$ cat src/rtl/lfsr_pkg.sv
// Shared encodings for the LFSR generator: FSM states, config targets, step mode.
package lfsr_pkg;

    typedef enum logic [1:0] {
        ST_IDLE   = 2'b00,
        ST_RUN    = 2'b01,
        ST_LOCKUP = 2'b10
    } fsm_t;

    typedef enum logic {
        MODE_FIB    = 1'b0,
        MODE_GALOIS = 1'b1
    } mode_t;

    // cfg_sel targets; code 2'b11 is reserved and ignored
    localparam logic [1:0] CFG_SEED = 2'b00;
    localparam logic [1:0] CFG_TAPS = 2'b01;
    localparam logic [1:0] CFG_MODE = 2'b10;

endpackage

$ cat src/rtl/lfsr_gen_step.sv
// Combinational LFSR advance: one Fibonacci or Galois step from the current state.
module lfsr_step
    import lfsr_pkg::*;
#(
    parameter int N = 16
) (
    input  logic [N-1:0] state,
    input  logic [N-1:0] taps,
    input  mode_t        mode,
    output logic [N-1:0] next_state
);

    // Fibonacci feeds the tap parity into bit 0; Galois folds the taps in when the MSB shifts out
    always_comb begin
        next_state = {state[N-2:0], ^(state & taps)};
        if (mode == MODE_GALOIS) begin
            next_state = {state[N-2:0], 1'b0} ^ ({N{state[N-1]}} & taps);
        end
    end

endmodule

$ cat src/rtl/lfsr_gen.sv
// Configurable Fibonacci/Galois LFSR with serial config, ready/valid output,
// all-zero lockup detection and period measurement.
module lfsr_gen
    import lfsr_pkg::*;
#(
    parameter int           N         = 16,
    parameter logic [N-1:0] SEED_INIT = N'(1),
    parameter logic [N-1:0] TAP_INIT  = N'(16'hB400)
) (
    input  logic         clk,
    input  logic         reset,
    input  logic [1:0]   cfg_sel,
    input  logic         cfg_valid,
    input  logic         cfg_bit,
    output logic         cfg_ready,
    input  logic         start,
    input  logic         stop,
    output logic         out_valid,
    input  logic         out_ready,
    output logic         out_bit,
    output logic [N-1:0] out_word,
    output logic         lockup,
    output logic         period_valid,
    output logic [N-1:0] period
);

    fsm_t         fsm_q, fsm_d;
    mode_t        mode_q;
    logic [N-1:0] lfsr_q;
    logic [N-1:0] seed_q;
    logic [N-1:0] taps_q;
    logic [N-1:0] count_q;
    logic [N-1:0] period_q;
    logic         period_valid_q;
    logic [N-1:0] next_state;
    logic         step;
    logic         cfg_fire;
    logic         load;

    // Counter increment that sticks at all-ones instead of wrapping
    function automatic logic [N-1:0] sat_inc(input logic [N-1:0] v);
        return (&v) ? v : v + N'(1);
    endfunction

    lfsr_step #(.N(N)) u_step (
        .state      (lfsr_q),
        .taps       (taps_q),
        .mode       (mode_q),
        .next_state (next_state)
    );

    // stop beats both a same-cycle start and a same-cycle step
    assign step     = out_valid & out_ready & ~stop;
    assign cfg_fire = cfg_valid & cfg_ready;
    assign load     = (fsm_q == ST_IDLE) & start & ~stop & (seed_q != '0);

    // FSM state register
    always_ff @(posedge clk) begin
        if (reset) fsm_q <= ST_IDLE;
        else       fsm_q <= fsm_d;
    end

    // FSM next-state logic
    always_comb begin
        fsm_d = fsm_q;
        case (fsm_q)
            ST_IDLE: begin
                if (!stop && start) fsm_d = (seed_q != '0) ? ST_RUN : ST_LOCKUP;
            end
            ST_RUN: begin
                if (stop)                                fsm_d = ST_IDLE;
                else if (out_ready && next_state == '0)  fsm_d = ST_LOCKUP;
            end
            ST_LOCKUP: begin
                if (stop || start) fsm_d = ST_IDLE;
            end
            default: fsm_d = ST_IDLE;
        endcase
    end

    // FSM-decoded outputs
    always_comb begin
        out_valid = (fsm_q == ST_RUN);
        lockup    = (fsm_q == ST_LOCKUP);
        cfg_ready = (fsm_q == ST_IDLE);
    end

    // Config shift registers, LFSR state, step counter and period capture
    always_ff @(posedge clk) begin
        if (reset) begin
            lfsr_q         <= '0;
            seed_q         <= SEED_INIT;
            taps_q         <= TAP_INIT;
            mode_q         <= MODE_FIB;
            count_q        <= '0;
            period_q       <= '0;
            period_valid_q <= 1'b0;
        end else begin
            period_valid_q <= 1'b0;
            if (cfg_fire) begin
                case (cfg_sel)
                    CFG_SEED: seed_q <= {seed_q[N-2:0], cfg_bit};
                    CFG_TAPS: taps_q <= {taps_q[N-2:0], cfg_bit};
                    CFG_MODE: mode_q <= mode_t'(cfg_bit);
                    default:  ;
                endcase
            end
            if (load) begin
                lfsr_q  <= seed_q;
                count_q <= '0;
            end else if (step) begin
                lfsr_q <= next_state;
                if (next_state == seed_q) begin
                    period_q       <= sat_inc(count_q);
                    period_valid_q <= 1'b1;
                    count_q        <= '0;
                end else begin
                    count_q <= sat_inc(count_q);
                end
            end
        end
    end

    assign out_word     = lfsr_q;
    assign out_bit      = lfsr_q[N-1];
    assign period       = period_q;
    assign period_valid = period_valid_q;

endmodule

$ cat config.mk
export PLATFORM = sky130hd
export DESIGN_NAME = lfsr_gen
export DESIGN_NICKNAME = d
export VERILOG_FILES = /design/src/rtl/lfsr_pkg.sv /design/src/rtl/lfsr_gen_step.sv /design/src/rtl/lfsr_gen.sv
export SDC_FILE = /design/constraint.sdc
export NUM_CORES = 1
export LEC_CHECK = 0
export BUFFER_PORTS_ARGS = -buffer_cell sky130_fd_sc_hd__buf_4
export CORE_ASPECT_RATIO = 0.8
export CORE_UTILIZATION = 55
export CTS_CLUSTER_SIZE = 14
export DETAILED_ROUTE_END_ITERATION = 6
export PLACE_DENSITY_LB_ADDON = 0.25
export SLEW_MARGIN = 5
export SYNTH_ARGS = -nofsm -noshare
export SYNTH_HDL_FRONTEND = slang
export SYNTH_SLANG_ARGS = --single-unit
$ cat constraint.sdc
create_clock -name clk -period 3.9 [get_ports clk]
set_input_delay 0.975 -clock clk [delete_from_list [all_inputs] [get_ports clk]]
set_output_delay 0.975 -clock clk [all_outputs]
set_load 0.1 [all_outputs]
# After elaboration in Yosys (flattened, before gate mapping)
# Index checks and enable logic that the tools add are counted.
totals:
  word_cells: 59
  reg_bits: 84
op_classes:
  eq_ne: 8
  n_reduce_logical: 18
  bitwise_logic: 12
  n_addsub: 1
  muxes: 12
op_table:
  columns: ["op", "count"]
  rows:
  - ["two-way mux 16 bit", 5]
  - ["AND 16 bit", 2]
  - ["adder 16 x 1 -> 16 bit, second input constant", 1]
  - ["== test 16 bit", 1]
  - ["logical NOT 16 bit", 1]
  - ["AND reduction 16 bit", 1]
  - ["nonzero test 16 bit", 1]
  - ["XOR reduction 16 bit", 1]
  - ["XOR 16 bit", 1]
  - ["two-way mux 2 bit", 5]
  - ["AND 1 bit", 6]
  - ["case mux 2 bit (3 select lines)", 1]
  - ["AND reduction 2 bit", 3]
  - ["AND reduction 3 bit", 2]
  - ["== test 2 x 1 -> 1 bit, second input constant", 2]
  - ["== test 2 bit, second input constant", 2]
  - ["logical NOT 2 bit", 2]
  - ["!= test 2 x 1 -> 1 bit, second input constant", 2]
  - ["!= test 3 x 2 -> 1 bit, second input constant", 1]
  - ["inverter 1 bit", 3]
  - ["OR reduction 3 bit", 1]
  - ["logical AND 1 bit", 2]
  - ["nonzero test 2 bit", 1]
  - ["OR reduction 2 bit", 1]
  - ["3 further kinds", 3]

# Logic depth before layout (Yosys ltp)
depth:
  ltp_word: 8
  ltp_mapped: 13
  mapped_depth_nobuf: 10

# Hierarchy
# A second synthesis with hierarchy kept.
unflattened:
  cells_unflattened: 532
  hier_area_um2: 4290.4
by_module_without_submodules:
  columns: ["mod", "cells_each", "area_each_um2", "instances", "seq_area_each_um2"]
  rows:
  - ["lfsr_gen", 466, 3870.0, 1, 1681.6]
  - ["lfsr_step", 66, 420.4, 1, 0.0]

# Least setup slack after synthesis
# No wires, ideal clock.
synth_path:
  path_kind: "flip-flop to flip-flop"
  start: "reg fsm_q[0]"
  end: "reg period_q[3] (netlist: period[3])"
  t_arrival_ns: 3.064
  path_slack_ns: 0.746
  n_path_buf: 2
  setup_ns: 0.091
  path_stages_with_launch: 9
  t_required_ns: 3.809
  path_cell_list: "dfxtp_1 nor2b_1 nor2b_1 and2_0 and3_1 buf_6 buf_8 nor2_1 a311oi_1"
synth_via:
  elab_cells_between_ends: 9
  cone_classes: "1 x eq/ne; 6 x bitwise; 2 x reduce/logical"
synth_rtl:
  columns: ["element", "line", "text"]
  rows:
  - ["start: declaration", "lfsr_gen.sv:27", "fsm_t fsm_q, fsm_d;"]
  - ["start signal: assignment", "lfsr_gen.sv:60", "else fsm_q <= fsm_d;"]
  - ["== test 2 x 1 -> 1 bit", "lfsr_gen.sv:83", "out_valid = (fsm_q == ST_RUN);"]
  - ["net out_valid", "lfsr_gen.sv:18", "output logic out_valid,"]
  - ["AND 1 bit (2 in a row)", "lfsr_gen.sv:53", "assign step = out_valid & out_ready & ~stop;"]
  - ["AND reduction 3 bit (no source line)", null, null]
  - ["end signal: assignment", "lfsr_gen.sv:114", "period_q <= sat_inc(count_q);"]
  - ["end: declaration", "lfsr_gen.sv:33", "logic [N-1:0] period_q;"]
# The timed path passes the listed nets, and every way through them passes these cells.
# A chain may end at the register's enable or synchronous reset.

# Worst setup path after layout
layout_path:
  start: "reg lfsr_q[15] (netlist: out_word[15])"
  end: "reg count_q[2]"
layout_via:
  elab_chain_cells: 5
  elab_cells_between_ends: 7
  cone_classes: "1 x eq/ne; 2 x mux; 3 x bitwise; 1 x reduce/logical"
layout_lines:
  columns: ["element", "line", "text"]
  rows:
  - ["start: declaration", "lfsr_gen.sv:29", "logic [N-1:0] lfsr_q;"]
  - ["start signal: assignment", "lfsr_gen.sv:109", "lfsr_q <= seed_q;"]
  - ["start signal: assignment", "lfsr_gen.sv:112", "lfsr_q <= next_state;"]
  - ["AND 16 bit, on equally long branches", "lfsr_gen_step.sv:15, lfsr_gen_step.sv:17", null]
  - ["XOR reduction 16 bit / XOR 16 bit (equally long branches)", "lfsr_gen_step.sv:15, lfsr_gen_step.sv:17", null]
  - ["two-way mux 16 bit (*)", "lfsr_gen_step.sv:16", "if (mode == MODE_GALOIS) begin"]
  - ["== test 16 bit (*)", "lfsr_gen.sv:113", "if (next_state == seed_q) begin"]
  - ["two-way mux 16 bit (*)", "lfsr_gen.sv:113", null]
  - ["end signal: assignment", "lfsr_gen.sv:118", "count_q <= sat_inc(count_q);"]
  - ["end: declaration", "lfsr_gen.sv:32", "logic [N-1:0] count_q;"]
# Mark *: on every way between the ends. The rest lies on a longest branch, timed or not.

==> metrics.csv <==
stage,metric,value,unit
floorplanning,Die H,85.17,µm
floorplanning,initial core utilization,0.5825,
sta,setup ws final,0.7084,ns
global_routing,initial antenna violation count,0,
global_routing,Total GRT Usage,0.2746,
setup_path,Crit path largest cell delay,0.44,ns
cells_and_area,most frequent cells in the layout,"nand2_1, dfxtp_1, nor2_1",
global_routing,pin count of the biggest net entering global routing,69,
place,DP HPWL,8377,µm
sta,Setup TNS Final,0,ns
cells_and_area,P&R area growth vs syn,7.919,%
cells_and_area,Antenna Cells,0,
clocking,Bufs on Longest Clock Path,2,
sta,Max-slew headroom,0.5247,
logic_synthesis,post-synth top area cell,dfxtp_1,
clocking,Post-CTS Resized,0,
global_routing,GRT Residual Overflow,0,
floorplanning,area of the die,0.009025,mm²
sta,clock skew,0.009887,ns
global_routing,vias in the first global route,3810,
routing,Final ANT Viol Nets,0,
logic_synthesis,Ys Warns,0,
setup_path,crit-path max FO,26,
logic_synthesis,post-synth cell types,54,
power_and_ir_drop,VDD IR max,0.0002267,V
clocking,CTS buffer count,9,
logic_synthesis,area share of the largest cell type after synthesis,0.3536,
clocking,CTS sink cnt,84,
power_and_ir_drop,static leakage,1.778,nW
logic_synthesis,Synth Area per Inst,7.771,µm²
setup_path,R2R setup slack,0.71,ns
setup_path,worst setup path start,out_word[15],
routing,initial drt markers,428,
routing,"wirelength, routed",12030,µm
clocking,CTS tree,built,
cells_and_area,fill count,744,
clocking,clk slew on worst S/H paths,0.09,ns
setup_path,"Cell Chain, Critical Path",and2_4 > nand2_1 > and3b_1 > a41oi_1 > nand4_1 > nor3_1 > nor4b_2 > and3_1 > buf_4 > or2_1 > o32ai_1,
routing,DR pass1 iterations,5,
routing,DRC Markers,0,
global_routing,first-pass GRT wire length,19490,µm
routing,DR WL/cell,16.38,µm
place,PortBufs,45,
logic_synthesis,Post-Syn Area,0.004756,mm²
setup_path,Worst Setup EP,count_q[2],
clocking,hold-fix buffers at CTS,0,
place,Setup WS pre-CTS,0.8615,ns
power_and_ir_drop,Total Power,1.708,mW
cells_and_area,"most common cell after layout, fill and taps aside",nand2_1,
floorplanning,Die Wd,106.0,µm
clocking,H-tree depth,3,
setup_path,Critical Path Sink Type,flip-flop,
run,MaxCap Viol Count,0,
sta,final number of setup-violating endpoints,0,
setup_path,Crit Path Category,reg2reg,
setup_path,CP required,4.13,ns
floorplanning,FP Rows,29,
setup_path,Worst R2R Start,out_word[15],
logic_synthesis,register area share after synthesis,0.3536,
sta,RSZ-0062 raised after global routing,no,
setup_path,startpoint types,flip-flop,
logic_synthesis,Cells after Synth,612,
routing,vias per inst,5.973,
sta,Final Hold Vio Count,0,
power_and_ir_drop,PD cells,332.8,mW/mm²
routing,via count,4384,
cells_and_area,final core utilization,0.6287,
hold_path,Hold Path Class,reg2reg,
sta,Slew @ Worst Pin,0.7086,ns
setup_path,reg2reg path depth,11,
clocking,worst-skew pair later-pin latency,0.36,ns
setup_path,reg2reg end,count_q[2],
logic_synthesis,ranking of synthesized cells by area,"dfxtp_1, nand2_1, xnor2_1, xor2_1, nor2_1",
sta,Final period util,0.8184,
clocking,CTS root buf,clkbuf_8,
sta,Fin Hold WS,0.4953,ns
place,GP Congestion,0.9347,
setup_path,CP max-delay cell,dfxtp_1,
sta,Final Max Slew Viols,0,
cells_and_area,net count reported at finish,631,
sta,Max Clock Freq,313.3,MHz
logic_synthesis,Synthesized Nets,622,
outcome,run status,finished clean,
setup_path,crit path DAT,3.43,ns
floorplanning,# IOs,46,
clocking,Post-CTS Setup Bufs,0,
sta,fin crit period,3.192,ns
logic_synthesis,#FFs+latches synth,84,
floorplanning,Placeable Area,0.008164,mm²
cells_and_area,share of layout cells above drive strength 1,0.1294,
report_power, final:
group / internal, mW / switching (mW) / total [mW]
combinational: 0.0593 / 0.166 / 0.226
clock: 0.240 / 0.348 / 0.588
sequential: 0.870 / 0.0239 / 0.894
flip-flops by register name, indices dropped and copies added, names as in the netlist:
signal        flops
period_valid      1
taps_q           16
fsm_q             2
out_word         16
count_q          16
seed_q           16
mode_q            1
period           16
worst max-delay path, delay by kind of cell (launching register included):
family                 cells  cell delay [ns]
and+or+nand+nor            8             2.02
DFF                        1             0.44
AOI/OAI and AO/OA          2             0.31
buffers and inverters      1             0.30
kinds of logic (layout without fill, tap and decap cells):
logic type,Yosys count,after routing,share of synthesized area
fa+ha+maj,1,1,0.002630
simple gates,281,281,0.2697
xor+xnor,65,65,0.1229
flops,84,84,0.3536
compound gates,113,113,0.1602
mux,8,8,0.01684
buf+inv,60,74,0.07419
cells in the mapped netlist, drive strengths merged:
cell      n
a211oi    8
a21oi    38
a221oi   16
a22oi     3
a311oi    3
a31oi     9
a32oi     3
a41oi     2
and2      3
and3      5
and3b     1
and4      3
buf      25
clkbuf   29
dfxtp    84
ha        1
inv       6
mux2i     8
nand2   127
nand2b    3
nand3    12
nand3b    7
nand4    10
nand4b    2
nor2     72
nor2b     7
nor3     14
nor3b     2
nor4      4
nor4b     2
nor4bb    2
o211ai    1
o21ai    16
o22ai     4
o31ai     1
o32a      1
o32ai     8
or2       3
or3       2
xnor2    34
xor2     31
per-layer routing:
metal  share of wire  vias up  GRT usage
met5               0        -          0
met4           0.013        0    0.07071
met3           0.091       22    0.05684
met2            0.41      237     0.3862
met1            0.49     2013     0.4217
li1                -     2112          -
per-stage QoR:
step	area, µm²	std cells
global placement	4951	718
finish	5132	734
CTS	5132	734
global route	5132	734
detailed placement	4951	718
floorplan	4756	612
cell type report:
class,instances,area (µm²),share of cell area
clock buffers,9,123.9,0.02413
well taps,108,135.1,0.02633
flip-flops and latches,84,1682,0.3276
multi-input cells,468,2721,0.5302
clock inverters,7,57.56,0.01121
repair buffers,52,390.4,0.07606
inverters,6,22.52,0.004388
worst min path at each step:
stage / cells past startpoint / to / startpoint
2_1_floorplan: 2 / count_q[10] / count_q[10]
3_3_place_gp: 2 / count_q[10] / count_q[10]
3_5_place_dp: 2 / count_q[10] / count_q[10]
4_1_cts: 2 / count_q[10] / count_q[10]
5_1_grt: 2 / period[4] / period[4]
6_report: 2 / count_q[10] / count_q[10]
No activity file was read; power rests on OpenSTA's default activity.
